`config.mk`:
```
export PLATFORM = sky130hd
export DESIGN_NAME = instruction_fetch_unit
export DESIGN_NICKNAME = d
export VERILOG_FILES = /design/src/rtl/instruction_fetch_unit_pkg.sv /design/src/rtl/instruction_fetch_unit_fifo.sv /design/src/rtl/instruction_fetch_unit.sv
export SDC_FILE = /design/constraint.sdc
export NUM_CORES = 1
export LEC_CHECK = 0
export CAP_MARGIN = 0
export CORE_UTILIZATION = 35
export CTS_CLUSTER_DIAMETER = 100
export DETAILED_ROUTE_END_ITERATION = 16
export SLEW_MARGIN = 20
export SYNTH_ARGS = -nofsm -noshare
export SYNTH_HDL_FRONTEND = slang
export SYNTH_SLANG_ARGS = --single-unit
```
`constraint.sdc`:
```
create_clock -name clk -period 10.55 [get_ports clk]
set_input_delay 2.11 -clock clk [delete_from_list [all_inputs] [get_ports clk]]
set_output_delay 2.11 -clock clk [all_outputs]
set_load 0.02 [all_outputs]
```
`src/rtl/instruction_fetch_unit_pkg.sv`:
```
// Shared types and constants for the instruction fetch unit: FSM state encodings,
// the NOP used for misaligned-fetch faults, and the layout of a fetch-buffer entry.
package instruction_fetch_unit_pkg;

  typedef enum logic [1:0] {
    S_REQ   = 2'd0,
    S_WAIT  = 2'd1,
    S_DRAIN = 2'd2
  } fetch_state_e;

  localparam logic [31:0] NOP_INSTR     = 32'h0000_0013;
  localparam int          FETCH_ENTRY_W = 65;

  typedef struct packed {
    logic [31:0] pc;
    logic [31:0] instr;
    logic        misaligned;
  } fetch_entry_t;

  function automatic logic [31:0] word_addr(input logic [31:0] addr);
    return {addr[31:2], 2'b00};
  endfunction

endpackage

```
`src/rtl/instruction_fetch_unit_fifo.sv`:
```
// fetch_fifo: small power-of-two FIFO holding fetched {pc, instr, misaligned} entries.
// Supports simultaneous push/pop (also when full) and a single-cycle flush.
module fetch_fifo
  import instruction_fetch_unit_pkg::*;
#(
  parameter int WIDTH = FETCH_ENTRY_W,
  parameter int DEPTH = 2
) (
  input  logic                   clk,
  input  logic                   reset,
  input  logic                   flush,
  input  logic                   push,
  input  logic [WIDTH-1:0]       push_data,
  input  logic                   pop,
  output logic [WIDTH-1:0]       pop_data,
  output logic                   empty,
  output logic                   full,
  output logic [$clog2(DEPTH):0] count
);

  localparam int PTR_W = $clog2(DEPTH);
  localparam int CNT_W = PTR_W + 1;

  logic [WIDTH-1:0] mem_q [DEPTH];
  logic [PTR_W-1:0] wr_ptr_q, wr_ptr_d;
  logic [PTR_W-1:0] rd_ptr_q, rd_ptr_d;
  logic [CNT_W-1:0] count_q, count_d;
  logic             do_push, do_pop;

  assign empty    = (count_q == '0);
  assign full     = (count_q == CNT_W'(DEPTH));
  assign count    = count_q;
  assign do_pop   = pop & ~empty & ~flush;
  // A pop in the same cycle frees the slot, so a push into a full FIFO is still legal.
  assign do_push  = push & ~flush & (~full | do_pop);
  assign pop_data = empty ? '0 : mem_q[rd_ptr_q];

  always_comb begin
    wr_ptr_d = wr_ptr_q;
    rd_ptr_d = rd_ptr_q;
    count_d  = count_q;
    if (flush) begin
      wr_ptr_d = '0;
      rd_ptr_d = '0;
      count_d  = '0;
    end else begin
      if (do_push) wr_ptr_d = wr_ptr_q + PTR_W'(1);
      if (do_pop)  rd_ptr_d = rd_ptr_q + PTR_W'(1);
      case ({do_push, do_pop})
        2'b10:   count_d = count_q + CNT_W'(1);
        2'b01:   count_d = count_q - CNT_W'(1);
        default: count_d = count_q;
      endcase
    end
  end

  always_ff @(posedge clk) begin
    if (reset) begin
      wr_ptr_q <= '0;
      rd_ptr_q <= '0;
      count_q  <= '0;
    end else begin
      wr_ptr_q <= wr_ptr_d;
      rd_ptr_q <= rd_ptr_d;
      count_q  <= count_d;
    end
  end

  always_ff @(posedge clk) begin
    if (do_push) mem_q[wr_ptr_q] <= push_data;
  end

endmodule

```
`src/rtl/instruction_fetch_unit.sv`:
```
// Instruction fetch unit: PC register, one-outstanding-request fetch FSM and fetch buffer.
// Optional misaligned-fetch fault generation is enabled by defining FETCH_MISALIGN_CHECK_EN.
module instruction_fetch_unit
  import instruction_fetch_unit_pkg::*;
#(
  parameter logic [31:0] RESET_PC   = 32'h0000_0000,
  parameter int          FIFO_DEPTH = 2
) (
  input  logic        clk,
  input  logic        reset,
  input  logic [31:0] next_pc,
  input  logic        redirect,
  input  logic        pc_stall,
  output logic [31:0] pc,
  output logic        imem_req_valid,
  input  logic        imem_req_ready,
  output logic [31:0] imem_req_addr,
  input  logic        imem_resp_valid,
  input  logic [31:0] imem_resp_data,
  output logic        if_valid,
  input  logic        if_ready,
  output logic [31:0] if_pc,
  output logic [31:0] if_instr,
  output logic        if_misaligned
);

  localparam int CNT_W = $clog2(FIFO_DEPTH) + 1;

  fetch_state_e     state_q, state_d;
  logic [31:0]      pc_q, pc_d;
  logic [31:0]      req_pc_q, req_pc_d;
  logic             req_valid, req_fire;
  logic             resp_push, misalign_push, pc_aligned;
  logic             fifo_empty, fifo_full, fifo_space, fifo_pop;
  logic [CNT_W-1:0] fifo_count;
  fetch_entry_t     push_entry, head_entry;

`ifdef FETCH_MISALIGN_CHECK_EN
  localparam logic MISALIGN_EN = 1'b1;
  logic misalign_sent_q, misalign_sent_d;

  // A misaligned PC yields exactly one fault entry; the trap unit must redirect us away.
  assign pc_aligned    = (pc_q[1:0] == 2'b00);
  assign misalign_push = ~reset & (state_q == S_REQ) & ~pc_aligned & ~pc_stall &
                         ~redirect & fifo_space & ~misalign_sent_q;

  always_comb begin
    misalign_sent_d = misalign_sent_q | misalign_push;
    if (redirect) misalign_sent_d = 1'b0;
  end

  always_ff @(posedge clk) begin
    if (reset) misalign_sent_q <= 1'b0;
    else       misalign_sent_q <= misalign_sent_d;
  end
`else
  localparam logic MISALIGN_EN = 1'b0;
  assign pc_aligned    = 1'b1;
  assign misalign_push = 1'b0;
`endif

  assign fifo_space = (fifo_count < CNT_W'(FIFO_DEPTH));
  assign req_valid  = ~reset & (state_q == S_REQ) & ~pc_stall & fifo_space & pc_aligned;
  assign req_fire   = req_valid & imem_req_ready;
  assign resp_push  = (state_q == S_WAIT) & imem_resp_valid & ~redirect & ~fifo_full;
  assign fifo_pop   = if_valid & if_ready;

  always_comb begin
    push_entry = '0;
    if (misalign_push) begin
      push_entry.pc         = pc_q;
      push_entry.instr      = NOP_INSTR;
      push_entry.misaligned = 1'b1;
    end else begin
      push_entry.pc         = req_pc_q;
      push_entry.instr      = imem_resp_data;
      push_entry.misaligned = 1'b0;
    end
  end

  // Redirect wins over stall; otherwise the PC only advances when memory takes the request.
  always_comb begin
    pc_d     = pc_q;
    req_pc_d = req_pc_q;
    if (redirect || req_fire) pc_d = next_pc;
    if (req_fire) req_pc_d = pc_q;
  end

  always_comb begin
    state_d = state_q;
    case (state_q)
      S_REQ:   if (req_fire) state_d = redirect ? S_DRAIN : S_WAIT;
      S_WAIT: begin
        if (imem_resp_valid) state_d = S_REQ;
        else if (redirect)   state_d = S_DRAIN;
      end
      S_DRAIN: if (imem_resp_valid) state_d = S_REQ;
      default: state_d = S_REQ;
    endcase
  end

  always_ff @(posedge clk) begin
    if (reset) begin
      state_q  <= S_REQ;
      pc_q     <= RESET_PC;
      req_pc_q <= '0;
    end else begin
      state_q  <= state_d;
      pc_q     <= pc_d;
      req_pc_q <= req_pc_d;
    end
  end

  fetch_fifo #(
    .WIDTH (FETCH_ENTRY_W),
    .DEPTH (FIFO_DEPTH)
  ) u_fetch_fifo (
    .clk       (clk),
    .reset     (reset),
    .flush     (redirect),
    .push      (resp_push | misalign_push),
    .push_data (push_entry),
    .pop       (fifo_pop),
    .pop_data  (head_entry),
    .empty     (fifo_empty),
    .full      (fifo_full),
    .count     (fifo_count)
  );

  assign pc             = pc_q;
  assign imem_req_valid = req_valid;
  assign imem_req_addr  = word_addr(pc_q);
  assign if_valid       = ~reset & ~fifo_empty & ~redirect;
  assign if_pc          = head_entry.pc;
  assign if_instr       = head_entry.instr;
  assign if_misaligned  = MISALIGN_EN & head_entry.misaligned;

endmodule

```
==> impl_metrics.toml <==
[outcome]
status = "finished, final reports clean"

[finish]
final_common_cell = "clkdlybuf4s50_1"
layout-drive-gt1-share_pct = 6.15
area_growth_pct = 32.8
final_cell_mix = "clkdlybuf4s50_1, edfxtp_1, mux2i_1"
finalNonFillerCells = 1082
final-seq-area_mm2 = 0.00527
multi_input_area_mm2 = 0.00235
fin_nets = 856
diodes = 0
fillers = 1996

[setup_path]
endpoint_kind = "output pin"
cp.required_ns = 8.44
rr_startpoint = "state_q[0]$_SDFFE_PP0P_"
reg2reg_to = "u_fetch_fifo.mem_q[1][0]$_DFFE_PP_"
crit_path_start_kind = "input pin"
crit_fanout = 7
critical_path_class = "in -> out"
r2r_cells = 4
arrival_ns = 3.88
r2r_slack_ns = 7.88

[clock_tree]
clockBufferDepth = 2
htreeDepth = 4
hold_buffers = 0
postCtsResizedCells = 0
cts_tree = "done"
cts_buffers = 17
clkTransAtPathRegs_ns = 0.07
cts.sinks = 199
postCtsSetupBuffers = 0
cts_root_buf = "clkbuf_16"
clock_latency_ns = 0.43

[logic_synthesis]
synth_area_leaders = "edfxtp_1, dfxtp_1, mux2i_1"
ys_seq_elements = 199
synth_top_area_share_pct = 47.9
ys_seq_area_share_pct = 65.7
synthCells = 632
syn_area_mm2 = 0.00802
ys_types = 29
synth_top_area_cell = "edfxtp_1"
yosys_warnings = 0
syn_avg_cell_area_um2 = 12.7

[detailed_routing]
wire_per_inst_um = 15.5
via_per_inst = 4.63
dr.pass1.iters = 4
drt_iter0_drc = 241
drcViolationCount = 0
wl_um = 16800
vias = 5014
ant_nets = 0

[worst_hold_path]
hold_end = "u_fetch_fifo.mem_q[1][47]$_DFFE_PP_"
hp-start = "req_pc_q[15]$_SDFFE_PP0P_"
hold_depth = 0
hold_path_class = "reg -> reg"

[sta]
min_period_over_period_pct = 56.8
fin_skew_ns = 0.00825
rsz0062_at_grt = "no"
fmax_mhz = 167
max_slew_margin_pct = 35.4
worstMarginPinSlew_ns = 0.969
hold-worst-slack_ns = 0.458
setup_tns_ns = 0
setup_viol = 0
fin_crit_ns = 5.99
slew_violations = 0
finalHoldViolCount = 0

[floorplan]
ios = 202
die_w_um = 153
die_area_mm2 = 0.0235
die_h_um = 153
core_area_mm2 = 0.0226
start_util_pct = 35.5
num_rows = 55

[global_route]
grt_pass1_vias = 4886
grt_first_pass_wirelength_um = 26600
gr-total-overflow = 0
grt_max_degree = 100
gr-usage-all-layers_pct = 14.5
antenna_found_initial = 0

[placed_design]
hpwl_um = 11500
gp_congestion = 0.706
placedCellCount = 1049
io_buffers = 198

[pwr]
max-vdd-ir-drop_uv = 82.4
p_leak_nw = 3.52
power_density_mw_per_mm2 = 153

[run]
cap_violations = 0
-- through the flow --
stage               total power [W]  instance area [µm²]  utilization, %  worst slack [ns]
floorplan                  0.000933                 8030               -              4.76
global placement           0.000992                10000            44.4              4.60
detailed placement         0.000995                10000            44.4              4.55
CTS                         0.00164                10600            47.0              4.55
global route                0.00168                10600            47.2              4.47
finish                      0.00162                10600            47.2              4.56
-- logic make-up (layout without fill, tap and decap cells) --
group,after synthesis,in the layout,synth area share [%]
mux,96,96,12.0
fa+ha+maj,1,1,0.156
other cells,1,3,0.0468
compound gates,73,73,4.70
flops,199,199,65.7
xor+xnor,3,3,0.328
simple gates,181,181,11.7
buf+inv,78,241,5.40
-- state kept, by name, summed over array words and instances, names as in the netlist, named ones only --
signal and flops:
state_q 2, pc 32, req_pc_q 32, u_fetch_fifo.rd_ptr_q 1, u_fetch_fifo.mem_q 128, u_fetch_fifo.count 2
u_fetch_fifo.wr_ptr_q 1
-- per-layer routing --
metal | wire (µm) | GRT usage (%) | vias up
met5 | 0 | 0 | -
met4 | 166 | 4.14 | 0
met3 | 1050 | 3.83 | 14
met2 | 7440 | 21.9 | 154
met1 | 8150 | 20.5 | 2345
li1 | - | - | 2501
-- cell usage after synthesis --
library cell,n
a21oi_2,1
or4b_4,1
buf_1,4
a211oi_1,1
xnor2_1,1
mux2i_1,96
conb_1,1
inv_1,3
xor2_1,2
nor2b_1,1
buf_4,33
a21oi_1,35
nand2b_1,66
nand3_1,33
nor4b_4,1
o21ai_0,32
nor4_1,1
edfxtp_1,128
nand4bb_1,1
buf_2,13
or2_1,1
or2_2,2
nor2_1,72
ha_1,1
dfxtp_1,71
o21ai_1,3
o32a_1,1
clkbuf_1,25
or3_1,2
-- worst max path at each step --
stage | startpoint | end | slack (ns) | cells past startpoint
finish | redirect | if_valid | 4.56 | 4
global route | reset | imem_req_valid | 4.47 | 4
CTS | redirect | if_valid | 4.55 | 4
detailed placement | redirect | if_valid | 4.55 | 4
global placement | redirect | if_valid | 4.60 | 4
floorplan | redirect | u_fetch_fifo.mem_q[1][0]$_DFFE_PP_ | 4.76 | 3
-- power breakdown --
part           switching [W]  internal (W)  total [W]
Clock               0.000280      0.000368   0.000648
Combinational      0.0000603     0.0000665   0.000127
Sequential         0.0000137      0.000836   0.000850
-- cell type report --
type / count / area share, %
inverter: 3 / 0.106
sequential: 199 / 49.5
clock buffer: 21 / 4.32
multi-input combinational: 357 / 22.1
timing repair buffer: 206 / 19.3
tap: 285 / 3.35
clock inverter: 11 / 1.30
-- critical path, cell delays in order --
cell and delay [ns]:
clkdlybuf4s50_1 0.55, or2_2 0.42, nor2_1 0.13, clkdlybuf4s50_1 0.67
Power figures use the tool's default switching activity.
